==> src/rtl/ifetch_sequencer.sv <==
// ifetch_sequencer
//   Front end of the MIPS datapath: holds the PC, fetches one instruction
//   word at a time from the icache, presents it to the control unit and,
//   once the datapath retires it, selects the next PC from the decoded
//   control outputs.
//
// Ports
//   CLK, RST          clock / synchronous active-high reset
//   ihit, iload       icache completion and returned instruction word
//   iREN, iaddr       icache read request (iaddr always equals pc)
//   imemload          latched instruction for the control unit
//   instr_valid       imemload holds the instruction being executed
//   exec_done         datapath retired the current instruction
//   PCsrc, flagZero,
//   BranchAddr, addr,
//   rdat1, halt       decoded next-PC controls, sampled with exec_done
//   pc, pc_plus4      PC of the current instruction and its successor
//   halted            sequencer stopped until reset
module ifetch_sequencer #(
    parameter logic [31:0] PC_INIT = 32'h0000_0000,
    parameter int unsigned WORD_W  = 32
) (
    input  logic              CLK,
    input  logic              RST,
    input  logic              ihit,
    input  logic [WORD_W-1:0] iload,
    output logic              iREN,
    output logic [WORD_W-1:0] iaddr,
    output logic [WORD_W-1:0] imemload,
    output logic              instr_valid,
    input  logic              exec_done,
    input  logic [2:0]        PCsrc,
    input  logic              flagZero,
    input  logic [WORD_W-1:0] BranchAddr,
    input  logic [WORD_W-1:0] addr,
    input  logic [WORD_W-1:0] rdat1,
    input  logic              halt,
    output logic [WORD_W-1:0] pc,
    output logic [WORD_W-1:0] pc_plus4,
    output logic              halted
);

    typedef enum logic [1:0] {
        FETCH,
        EXEC,
        HALTED
    } state_t;

    state_t            state, state_n;
    logic [WORD_W-1:0] next_pc;
    logic [WORD_W-1:0] branch_tgt;
    logic              unused_bits;

    // Bits of the decode inputs that never influence the next PC.
    assign unused_bits = &{1'b0, addr[31:26], rdat1[1:0], next_pc[1:0]};

    always_comb begin
        pc_plus4   = pc + 32'd4;
        branch_tgt = pc_plus4 + BranchAddr;
        case (PCsrc)
            3'd2:    next_pc = {rdat1[31:2], 2'b00};
            3'd3:    next_pc = {pc_plus4[31:28], addr[25:0], 2'b00};
            3'd4:    next_pc = flagZero ? pc_plus4 : branch_tgt;
            3'd5:    next_pc = flagZero ? branch_tgt : pc_plus4;
            default: next_pc = pc_plus4;
        endcase
    end

    // Request/valid/halted are masked by RST so the reset cycle itself
    // shows an idle front end whatever state the register still holds.
    always_comb begin
        state_n     = state;
        iREN        = 1'b0;
        instr_valid = 1'b0;
        halted      = 1'b0;
        iaddr       = pc;
        case (state)
            FETCH: begin
                iREN = ~RST;
                if (ihit) state_n = EXEC;
            end
            EXEC: begin
                instr_valid = ~RST;
                if (exec_done) state_n = halt ? HALTED : FETCH;
            end
            HALTED: begin
                halted = ~RST;
            end
            default: state_n = FETCH;
        endcase
    end

    always_ff @(posedge CLK) begin
        if (RST) begin
            state    <= FETCH;
            pc       <= {PC_INIT[31:2], 2'b00};
            imemload <= '0;
        end else begin
            state <= state_n;
            if (state == FETCH && ihit)
                imemload <= iload;
            if (state == EXEC && exec_done && !halt)
                pc <= {next_pc[31:2], 2'b00};
        end
    end

endmodule

==> config.mk <==
export PLATFORM = sky130hd
export DESIGN_NAME = ifetch_sequencer
export DESIGN_NICKNAME = d
export VERILOG_FILES = /design/src/rtl/ifetch_sequencer.sv
export SDC_FILE = /design/constraint.sdc
export NUM_CORES = 1
export LEC_CHECK = 0
export CAP_MARGIN = 25
export CORE_ASPECT_RATIO = 0.5
export CORE_MARGIN = 10
export CORE_UTILIZATION = 45
export CTS_CLUSTER_SIZE = 16
export DETAILED_ROUTE_END_ITERATION = 8
export PLACE_DENSITY_LB_ADDON = 0.2
export SYNTH_ARGS = -nofsm -noshare
export SYNTH_HDL_FRONTEND = slang
export SYNTH_SLANG_ARGS = --single-unit
==> constraint.sdc <==
create_clock -name CLK -period 6.5 [get_ports CLK]
set_input_delay 1.3 -clock CLK [delete_from_list [all_inputs] [get_ports CLK]]
set_output_delay 1.3 -clock CLK [all_outputs]
set_load 0.01 [all_outputs]
Yosys cells after proc, flatten, opt, wreduce, memory -nomap -nowiden --
Index checks and enable logic that the tools add are counted.
Word-level totals: word-level logic and storage cells 31, register bits after elaboration 64, input bits 137, output and inout bits 131
Cells by class: reduce and logical (&&, ||, !) cells 6, add/sub/neg operators 2, muxes and demuxes 10, bitwise operators 2, equal/unequal tests 8
Operators by type and width (count):
- $pmux 32 s4 | 1
- $mux 32 | 2
- $add 32x3->32 const B | 1
- $add 32x32->32 | 1
- $eq 3x2->1 const B | 2
- $eq 3x3->1 const B | 2
- $mux 2 | 3
- $pmux 2 s3 | 1
- $ne 2x2->1 const B | 2
- $logic_and 1x1->1 | 3
- $mux 1 | 3
- $reduce_and 3->1 | 1
- $eq 2x1->1 const B | 1
- $eq 2x2->1 const B | 1
- $logic_not 2->1 | 1
- $not 1->1 | 2
- $logic_not 1->1 | 1

Logic depth before layout (Yosys ltp) --
Gate-level depths: netlist of the first run.
depth after elaboration 4, mapped depth 17, depth with buffers taken out 15

Worst setup path before layout of the first run --
No wires, ideal clock.
path kind register -> register, from register pc[12], in the netlist iaddr[12], to register pc[30], in the netlist iaddr[30], path slack 2.868 ns, clock period less this slack 3.632 ns, cell stages (with the launch flop) 17, required time 6.374 ns, arrival time 3.506 ns, setup time 0.126 ns, path buffers 2, cells stage by stage dfxtp_1 > and4_1 > and4_1 > and2_1 > buf_4 > nand2_1 > xnor2_1 > ha_1 > clkbuf_1 > a21o_1 > a211oi_1 > o211ai_1 > nor3_1 > nor2_1 > a221oi_1 > mux2i_1 > o21ai_0
Between the ends: word-level cells in the longest chain between the ends 4, elaborated cells between the ends (all ways) 5, classes of those cells add/sub (2); mux (3)
Ends and longest elaborated chain:
- start, declared | line 38 | output logic [WORD_W-1:0] pc,
- start signal, assigned | line 96 | pc <= {PC_INIT[31:2], 2'b00};
- start signal, assigned | line 103 | pc <= {next_pc[31:2], 2'b00};
- $add 32x3->32 * | line 58 | pc_plus4 = pc + 32'd4;
- net pc_plus4[21] | line 39 | output logic [WORD_W-1:0] pc_plus4,
- $add 32x32->32 * | line 59 | branch_tgt = pc_plus4 + BranchAddr;
- $mux 32 (on tied branches) | line 64, 63
- $pmux 32 s4 * | line 60 | case (PCsrc)
Mark *: on every way through the listed nets, which the timed path passes. The rest lies on a longest branch. A chain may end at the register's enable or synchronous reset.

Final worst setup path of the first run --
from register pc[2], in the netlist iaddr[2], to register pc[30], in the netlist iaddr[30]
Between the ends: word-level cells in the longest chain between the ends 4, elaborated cells between the ends (all ways) 5, classes of those cells add/sub (2); mux (3)
Ends and longest elaborated chain (line):
- $add 32x3->32 * | 58
- $add 32x32->32 | 59
- $mux 32 (on tied branches) | 64, 63
- $pmux 32 s4 * | 60
Every way passes the cells marked *; elsewhere a longest branch is shown, timed or not.

==> flow_summary.toml, run 1 <==
[worst_setup_path]
cp.required_ns = 6.72
critPathKind = "flip-flop to flip-flop"
cp-start-kind = "flip-flop"
slowest_delay_ns = 0.53
cp_common_cell = "nor2_1"
crit_chain = "nand4_1 -> nor2_1 -> and2_1 -> nand2_1 -> xnor2_1 -> ha_1 -> a21o_1 -> a211oi_1 -> o211ai_1 -> nor3_1 -> nor2_1 -> a221oi_1 -> mux2i_1 -> o21ai_0"
path_max_fanout = 8
cp.arrival_ns = 4.99
crit_path_top_delay_cell = "nor2_1"
endpoint_kind = "flip-flop"
cp_top_family = "simple AND/OR/NAND/NOR gates"
path_buf_inv = 0

[routing]
ant_nets = 0
drc = 0
wl_mm = 22.2
wire_per_inst_um = 19.7
drtIter0Drc = 531
vias = 6328
dr.pass1.iters = 5
vias_per_cell = 5.61

[timing]
period_minus_slack_ns = 4.77
setup_viol = 0
fmax_mhz = 210
rsz0062_at_grt = "false"
slew_headroom_pct = 43.1
fin_ws_ns = 1.73
hold_viol_final = 0
fin_tns_setup_ns = 0
period_share_pct = 73.4
worst-slew-pin-transition_ns = 0.854
holdWs_ns = 0.452
finalClockSkew_ns = 0.00712
finalMaxSlewViolations = 0

[clock_tree]
cts_hold_buf = 0
cts_root_buffer = "clkbuf_16"
htreeDepth = 3
cts_tree = "built"
clk_pin_slew_ns = 0.06
max-clock-path-buffers = 2
clock_latency_ns = 0.33
numClockSinks = 64
postCtsSetupRepairBufs = 0
cts_resized = 0
cts_buffers = 9

[global_route]
grtUsageMet2_pct = 40.1
grt_max_degree = 43
use_met1_pct = 30.2
track_usage_pct = 23.8
grt_pass1_wl_mm = 33.6
antenna_found_initial = 0
busiest_layer = "met2"
use_met3_pct = 6.17
grt_pass1_vias = 6009
grt-ovfl-total = 0

[die]
rows = 28
dieArea_sq_mm = 0.0175
initial_core_util_pct = 46.6
die_w_um = 177
core_area_sq_mm = 0.0119
io_pins = 268
die_y_um = 98.7

[synthesis]
synth-compound-area-share_pct = 24.2
async_flop_share_pct = 0
synthMuxAreaShare_pct = 4.87
synthCells = 761
synth_xor_area_share_pct = 7.54
ys_warn_count = 0
seq_area_frac_synth_pct = 23.0
synth_flop_cell = "dfxtp_1"
synth.distinct_cells = 62
syn_area_sq_mm = 0.00557
synthAdderAreaFrac_pct = 8.22
synthSimpleGateAreaFrac_pct = 23.1
synth_edf_count = 0
syn_area_per_cell_sq_um = 7.32
synth_seq_cells = 64
synth_top_family_by_area = "compound AO/OA/AOI/OAI gates"

[cells_and_area]
final_cell_mix = "249 x clkdlybuf4s50_1, 112 x nand2_1, 78 x a21oi_1, 64 x dfxtp_1, 58 x nor2_1"
area_growth_pct = 49.1
final_util_pct = 69.6
drive_gt1_share_pct = 3.63
antenna_cells = 0
finalNetCount = 1131
final_common_cell = "clkdlybuf4s50_1"

[flow_run]
cap_violations = 0

[power_and_ir_drop]
comb_power_share_pct = 28.4
p_leak_nw = 3.25
pwr-share-seq_pct = 30.9
p_int_mw = 1.01
peakVddDrop_mv = 0.133
p_sw_mw = 0.401
clkPwrFrac_pct = 40.7
powerDensity_mw_per_mm2 = 169
swShare_pct = 28.5

[min_path]
hold_class = "flip-flop to flip-flop"

[placed_design]
gp_congestion = 0.948
hpwl_mm = 17.6
preCtsSetupSlack_ns = 1.91
numPortBuffers = 251

[status]
status = "finished, final reports clean"
-- per-layer routing --
| metal | up-vias | part of all wire, % |
|---|---|---|
| met5 | - | 0 |
| met4 | 0 | 0.82 |
| met3 | 18 | 9.1 |
| met2 | 267 | 48 |
| met1 | 2961 | 42 |
| li1 | 3082 | - |
-- power by group through the flow --
stage | clock network [mW] | registers (mW) | logic, mW
3_3_place_gp | 0 | 0.441 | 0.384
4_1_cts | 0.579 | 0.434 | 0.395
2_1_floorplan | 0 | 0.447 | 0.193
6_report | 0.572 | 0.434 | 0.399
5_1_grt | 0.602 | 0.437 | 0.430
3_5_place_dp | 0 | 0.442 | 0.392
-- state kept, by name, indices dropped and copies added, names as in the netlist --
register,count
iaddr,30
state,2
imemload,32
-- final timing paths --
| path | slack (ns) | end | depth (start not counted) | start |
|---|---|---|---|---|
| hold / removal | 0.45 | imemload[6] | 2 | imemload[6] |
| setup reg to reg | 1.73 | iaddr[30] | 14 | iaddr[2] |
| hold reg to reg | 0.45 | imemload[6] | 2 | imemload[6] |
| setup / recovery | 1.73 | iaddr[30] | 14 | iaddr[2] |
-- worst reg2reg max path: stages (launching register included) --
cell      delay, ns
dfxtp_1        0.52
nand4_1        0.19
nor2_1         0.53
and2_1         0.40
nand2_1        0.12
xnor2_1        0.48
ha_1           0.43
a21o_1         0.24
a211oi_1       0.36
o211ai_1       0.17
nor3_1         0.37
nor2_1         0.15
a221oi_1       0.39
mux2i_1        0.22
o21ai_0        0.09
-- cell type report --
type | instances | area (sq um)
multi-input combinational | 606 | 3820
tap | 165 | 206
inverter | 19 | 71.3
fill | 991 | 3630
timing repair buffer | 258 | 2580
sequential | 64 | 1280
clock buffer | 10 | 239
clock inverter | 6 | 115
-- stage by stage --
step	power, mW	cells	area, sq um
global placement	0.825	1110	7920
global route	1.47	1128	8310
finish	1.41	1128	8310
CTS	1.41	1127	8300
detailed placement	0.834	1111	7940
floorplan	0.640	766	5590
-- cells in the mapped netlist, types with 3 or more instances --
cell      count  area, sq um
a211oi_1     18          135
a21o_1       14          105
a21oi_1      78          390
a221oi_1     10         87.6
a31oi_1       6         37.5
and2_1        7         43.8
and3_1        8         50.1
and4_1        6         52.6
buf_1         8         30.0
buf_4        37          278
clkbuf_1     30          113
dfxtp_1      64         1280
ha_1         35          438
inv_1        19         71.3
mux2i_1      26          260
nand2_1     112          420
nand2b_1      5         31.3
nand3_1      20          100
nand4_1       9         56.3
nor2_1       59          221
nor2b_1       6         37.5
nor3_1       21          105
nor3b_1       4         30.0
o211ai_1      5         37.5
o21a_1        4         30.0
o21ai_0      38          190
o21bai_1      7         52.6
o22ai_1       4         25.0
o31ai_1       3         22.5
or3_1         9         56.3
xnor2_1      32          280
xor2_1       16          140
-- kinds of logic after synthesis --
family          after synthesis
compound gates              213
xor+xnor                     48
fa+ha+maj                    36
buf+inv                      96
flops                        64
mux                          27
other cells                   1
simple gates                276
Power figures use the tool's default switching activity.
==> run 2: changes to the inputs <==
CORE_UTILIZATION = 38   (was 45)
clock period = 4.05 ns   (was 6.5 ns; I/O delays follow)
==> flow_summary.toml, run 2 (synthesis gave the netlist of run 1 again) <==
[status]
status = "finished, final reports clean"

[cells_and_area]
antenna_cells = 0
finalNetCount = 1159
drive_gt1_share_pct = 8.27
largest_register = "imemload"
finalInstanceArea_sq_mm = 0.00862
final_cell_mix = "249 x clkdlybuf4s50_1, 112 x nand2_1, 78 x a21oi_1, 62 x dfxtp_1, 56 x nor2_1"
area_growth_pct = 54.6
final_common_cell = "clkdlybuf4s50_1"
largest_reg_flops = 32

[worst_setup_path]
path_max_fanout = 7
reg2reg_slack_ns = 0.23
r2r_end = "iaddr[27]"
ff2ff_path_depth = 14
critPathKind = "flip-flop to flip-flop"
cp.required_ns = 4.28
endpoint_kind = "flip-flop"
cp.arrival_ns = 4.04
cp-start-kind = "flip-flop"
timing.rr.start = "iaddr[5]"

[timing]
worst-slew-pin-transition_ns = 0.751
finalClockSkew_ns = 0.00927
period_share_pct = 94.2
period_minus_slack_ns = 3.82
finalMaxSlewViolations = 0
fin_tns_setup_ns = 0
fin_ws_ns = 0.234
setup_viol = 0
slew_headroom_pct = 49.4
rsz0062_at_grt = "false"
hold_viol_final = 0
fmax_mhz = 262

[routing]
wire_per_inst_um = 19.4
ant_nets = 0
drc = 0
wl_mm = 23.0
vias = 6448
dr.pass1.iters = 5
vias_per_cell = 5.42
drtIter0Drc = 619

[global_route]
track_usage_pct = 21.5
antenna_found_initial = 0
grt_pass1_wl_mm = 35.2
grt_pass1_vias = 6159
grt-ovfl-total = 0
grt_max_degree = 67

[clock_tree]
max-clock-path-buffers = 2
cts_root_buffer = "clkbuf_16"
numClockSinks = 64
postCtsSetupRepairBufs = 0
clock_latency_ns = 0.34
htreeDepth = 3
clk_pin_slew_ns = 0.06
cts_buffers = 9
cts_tree = "built"

[min_path]
hold_depth = 2
hold_end = "imemload[19]"
hold_start = "imemload[19]"
hold_class = "flip-flop to flip-flop"

[power_and_ir_drop]
p_total_mw = 2.24
powerDensity_mw_per_mm2 = 260
peakVddDrop_mv = 0.167
p_leak_nw = 3.40

[flow_run]
cap_violations = 0

[placed_design]
placed_area_sq_mm = 0.00820
numPortBuffers = 251
gp_congestion = 0.910
preCtsSetupSlack_ns = 0.174
hpwl_mm = 18.4

[die]
die_w_um = 191
rows = 31
die_y_um = 106
initial_core_util_pct = 38.6
io_pins = 268
dieArea_sq_mm = 0.0202
core_area_sq_mm = 0.0144
==> run 2: what timing repair did <==
action / 4_1_cts / 5_1_grt
hold buffers: 0 / 0
setup endpoints to repair: 0 / 8
resized for setup: 0 / 18
hold endpoints to repair: 0 / 0
==> run 2: how the worst max path moves through the flow <==
stage | slack (ns) | start | endpoint | cells past startpoint
6_report | 0.23 | iaddr[5] | iaddr[27] | 14
5_1_grt | 0.01 | iaddr[5] | iaddr[27] | 14
4_1_cts | 0.13 | iaddr[3] | iaddr[26] | 15
3_5_place_dp | 0.17 | iaddr[3] | iaddr[26] | 15
3_3_place_gp | 0.23 | iaddr[3] | iaddr[26] | 15
2_1_floorplan | 0.42 | iaddr[12] | iaddr[30] | 16
==> run 2: cell type report <==
cell class              instances  area [sq um]
clock buffers                   9           225
clock inverters                 7           103
fillers                      1325          5810
inverters                      19          71.3
multi-input cells             606          3890
flip-flops and latches         64          1280
well taps                     198           248
repair buffers                286          2790
==> run 2: critical path, stage by stage (launching register included) <==
cell       delay [ns]
dfxtp_1          0.46
nand4_1          0.19
nor2_2           0.19
buf_4            0.17
and3_1           0.18
xor2_1           0.25
ha_1             0.29
nand3_2          0.19
o211ai_2         0.28
a21oi_2          0.12
and3_1           0.18
o31a_1           0.34
o31ai_2          0.28
xnor2_1          0.17
a2111oi_2        0.38
==> run 2: layer usage <==
| metal | GRT usage (%) | wire [um] | part of all wire (%) | vias to the layer above |
|---|---|---|---|---|
| met5 | 0 | 0 | 0 | - |
| met4 | 3.44 | 196 | 0.85 | 0 |
| met3 | 5.07 | 1870 | 8.1 | 17 |
| met2 | 35.2 | 10700 | 46 | 273 |
| met1 | 28.5 | 10300 | 45 | 3031 |
| li1 | - | - | - | 3127 |
==> run 2: report_power, final <==
group          switching [mW]  internal, mW
clock network           0.332         0.547
logic                   0.324         0.343
registers              0.0283         0.663
==> run 2: stage by stage <==
| stage | hold WS [ns] | cells | util [%] |
|---|---|---|---|
| after CTS | 0.454 | 1188 | 59.1 |
| after global routing | 0.466 | 1189 | 59.7 |
| after detailed placement | 0.446 | 1172 | 56.8 |
| final | 0.453 | 1189 | 59.7 |
| after global placement | 0.441 | 1171 | 56.7 |
| after floorplan | 0.481 | 766 | - |
==> run 3: changes to the inputs <==
ABC_CLOCK_PERIOD_IN_PS = 3500   (was not set)
clock period = 3.5 ns   (was 4.05 ns; I/O delays follow)
==> flow_summary.toml, run 3 (synthesis gave the netlist of run 1 again) <==
[worst_setup_path]
crit_path_top_delay_cell = "dfxtp_2"
cp.arrival_ns = 3.66
cp_common_cell = "nor2_2"
cp.required_ns = 3.72
critPathKind = "flip-flop to flip-flop"
slowest_delay_ns = 0.35
crit_chain = "nand4_1 -> nor2_2 -> buf_6 -> and2_1 -> nand2_1 -> xnor2_2 -> ha_1 -> a21o_1 -> a211oi_2 -> o211ai_1 -> nor3_2 -> nor2_2 -> a221oi_2 -> mux2i_1 -> o21ai_0"
path_max_fanout = 6
cp-start-kind = "flip-flop"
endpoint_kind = "flip-flop"

[clock_tree]
htreeDepth = 3
cts_root_buffer = "clkbuf_16"
cts_buffers = 9
clk_pin_slew_ns = 0.06
cts_hold_buf = 0
cts_tree = "built"
max-clock-path-buffers = 2
numClockSinks = 64
clock_latency_ns = 0.33

[timing]
period_share_pct = 98.5
fin_tns_setup_ns = 0
rsz0062_at_grt = "true"
fin_ws_ns = 0.0532
finalMaxSlewViolations = 0
slew_headroom_pct = 43.8
setup_viol = 0
hold_viol_final = 0
fmax_mhz = 290
period_minus_slack_ns = 3.45
worst-slew-pin-transition_ns = 0.843
finalClockSkew_ns = 0.00668

[routing]
dr.pass1.iters = 5
vias = 6711
drc = 0
wire_per_inst_um = 18.5
wl_mm = 23.6
vias_per_cell = 5.27
ant_nets = 0
drtIter0Drc = 450

[status]
status = "finished, final reports clean"

[die]
die_w_um = 191
core_area_sq_mm = 0.0144
rows = 31
dieArea_sq_mm = 0.0202
io_pins = 268
initial_core_util_pct = 38.6
die_y_um = 106

[cells_and_area]
final_util_pct = 66.7
seqCellArea_sq_mm = 0.00129
final_common_cell = "clkdlybuf4s50_1"
final_cell_mix = "249 x clkdlybuf4s50_1, 115 x buf_4, 109 x nand2_1, 71 x a21oi_1, 60 x dfxtp_1"
largest_reg_flops = 32
multi_input_area_sq_mm = 0.00428
nFillCells = 1238
drive_gt1_share_pct = 20.3
largest_register = "imemload"
antenna_cells = 0
area_growth_pct = 72.8
finalNetCount = 1243

[min_path]
hold_class = "flip-flop to flip-flop"

[power_and_ir_drop]
peakVddDrop_mv = 0.194
powerDensity_mw_per_mm2 = 269
p_leak_nw = 3.89

[global_route]
grt_max_degree = 67
antenna_found_initial = 0
grt_pass1_wl_mm = 35.1
grt_pass1_vias = 6505
track_usage_pct = 21.4
grt-ovfl-total = 0

[placed_design]
preCtsSetupSlack_ns = -0.245
numPortBuffers = 251
hpwl_mm = 18.9
gp_congestion = 0.946

[flow_run]
cap_violations = 0
==> run 3: per-stage QoR <==
stage	instance area, sq um	power (mW)	cells	hold slack (ns)
2_1_floorplan	5610	1.19	766	0.481
3_3_place_gp	8780	1.62	1248	0.441
3_5_place_dp	8780	1.63	1248	0.447
4_1_cts	9150	2.56	1265	0.456
5_1_grt	9630	2.72	1273	0.471
6_report	9630	2.59	1273	0.453
==> run 3: path summary, 6_finish.rpt <==
kind                start           end  slack [ns]  cells past startpoint
max              iaddr[2]     iaddr[30]        0.05                     15
min          imemload[11]  imemload[11]        0.45                      2
max reg2reg      iaddr[2]     iaddr[30]        0.05                     15
min reg2reg  imemload[11]  imemload[11]        0.45                      2
==> run 3: final cells by class <==
class,count,area share [%]
inverter,19,0.741
clock buffer,9,2.34
timing repair buffer,370,35.7
clock inverter,7,0.819
multi-input combinational,606,44.5
sequential,64,13.4
tap,198,2.57
==> run 3: critical path: cells and delay by family, from the launching register on <==
family	cells	cell delay, ns
mux	1	0.22
flops	1	0.35
buf+inv	1	0.14
simple gates	6	0.96
xor+xnor	1	0.31
fa+ha+maj	1	0.32
compound gates	5	1.03
==> run 3: where the power goes <==
| part | internal, mW | leakage (nW) | switching (mW) | total [mW] |
|---|---|---|---|---|
| sequential | 0.767 | 0.525 | 0.0245 | 0.792 |
| clock | 0.557 | 0.139 | 0.354 | 0.911 |
| combinational | 0.471 | 3.22 | 0.421 | 0.892 |
==> run 3: metal layers <==
layer / part of all wire [%] / track usage [%]
met2: 48 / 36.9
met3: 8.7 / 5.46
met1: 43 / 26.9
met4: 0.84 / 3.33
met5: 0 / 0
==> run 3: repair_timing <==
item,4_1_cts,5_1_grt
gates resized for setup,12,76
setup endpoints to repair,11,19
pin swaps,1,25
gates cloned,0,0
setup buffers,1,7
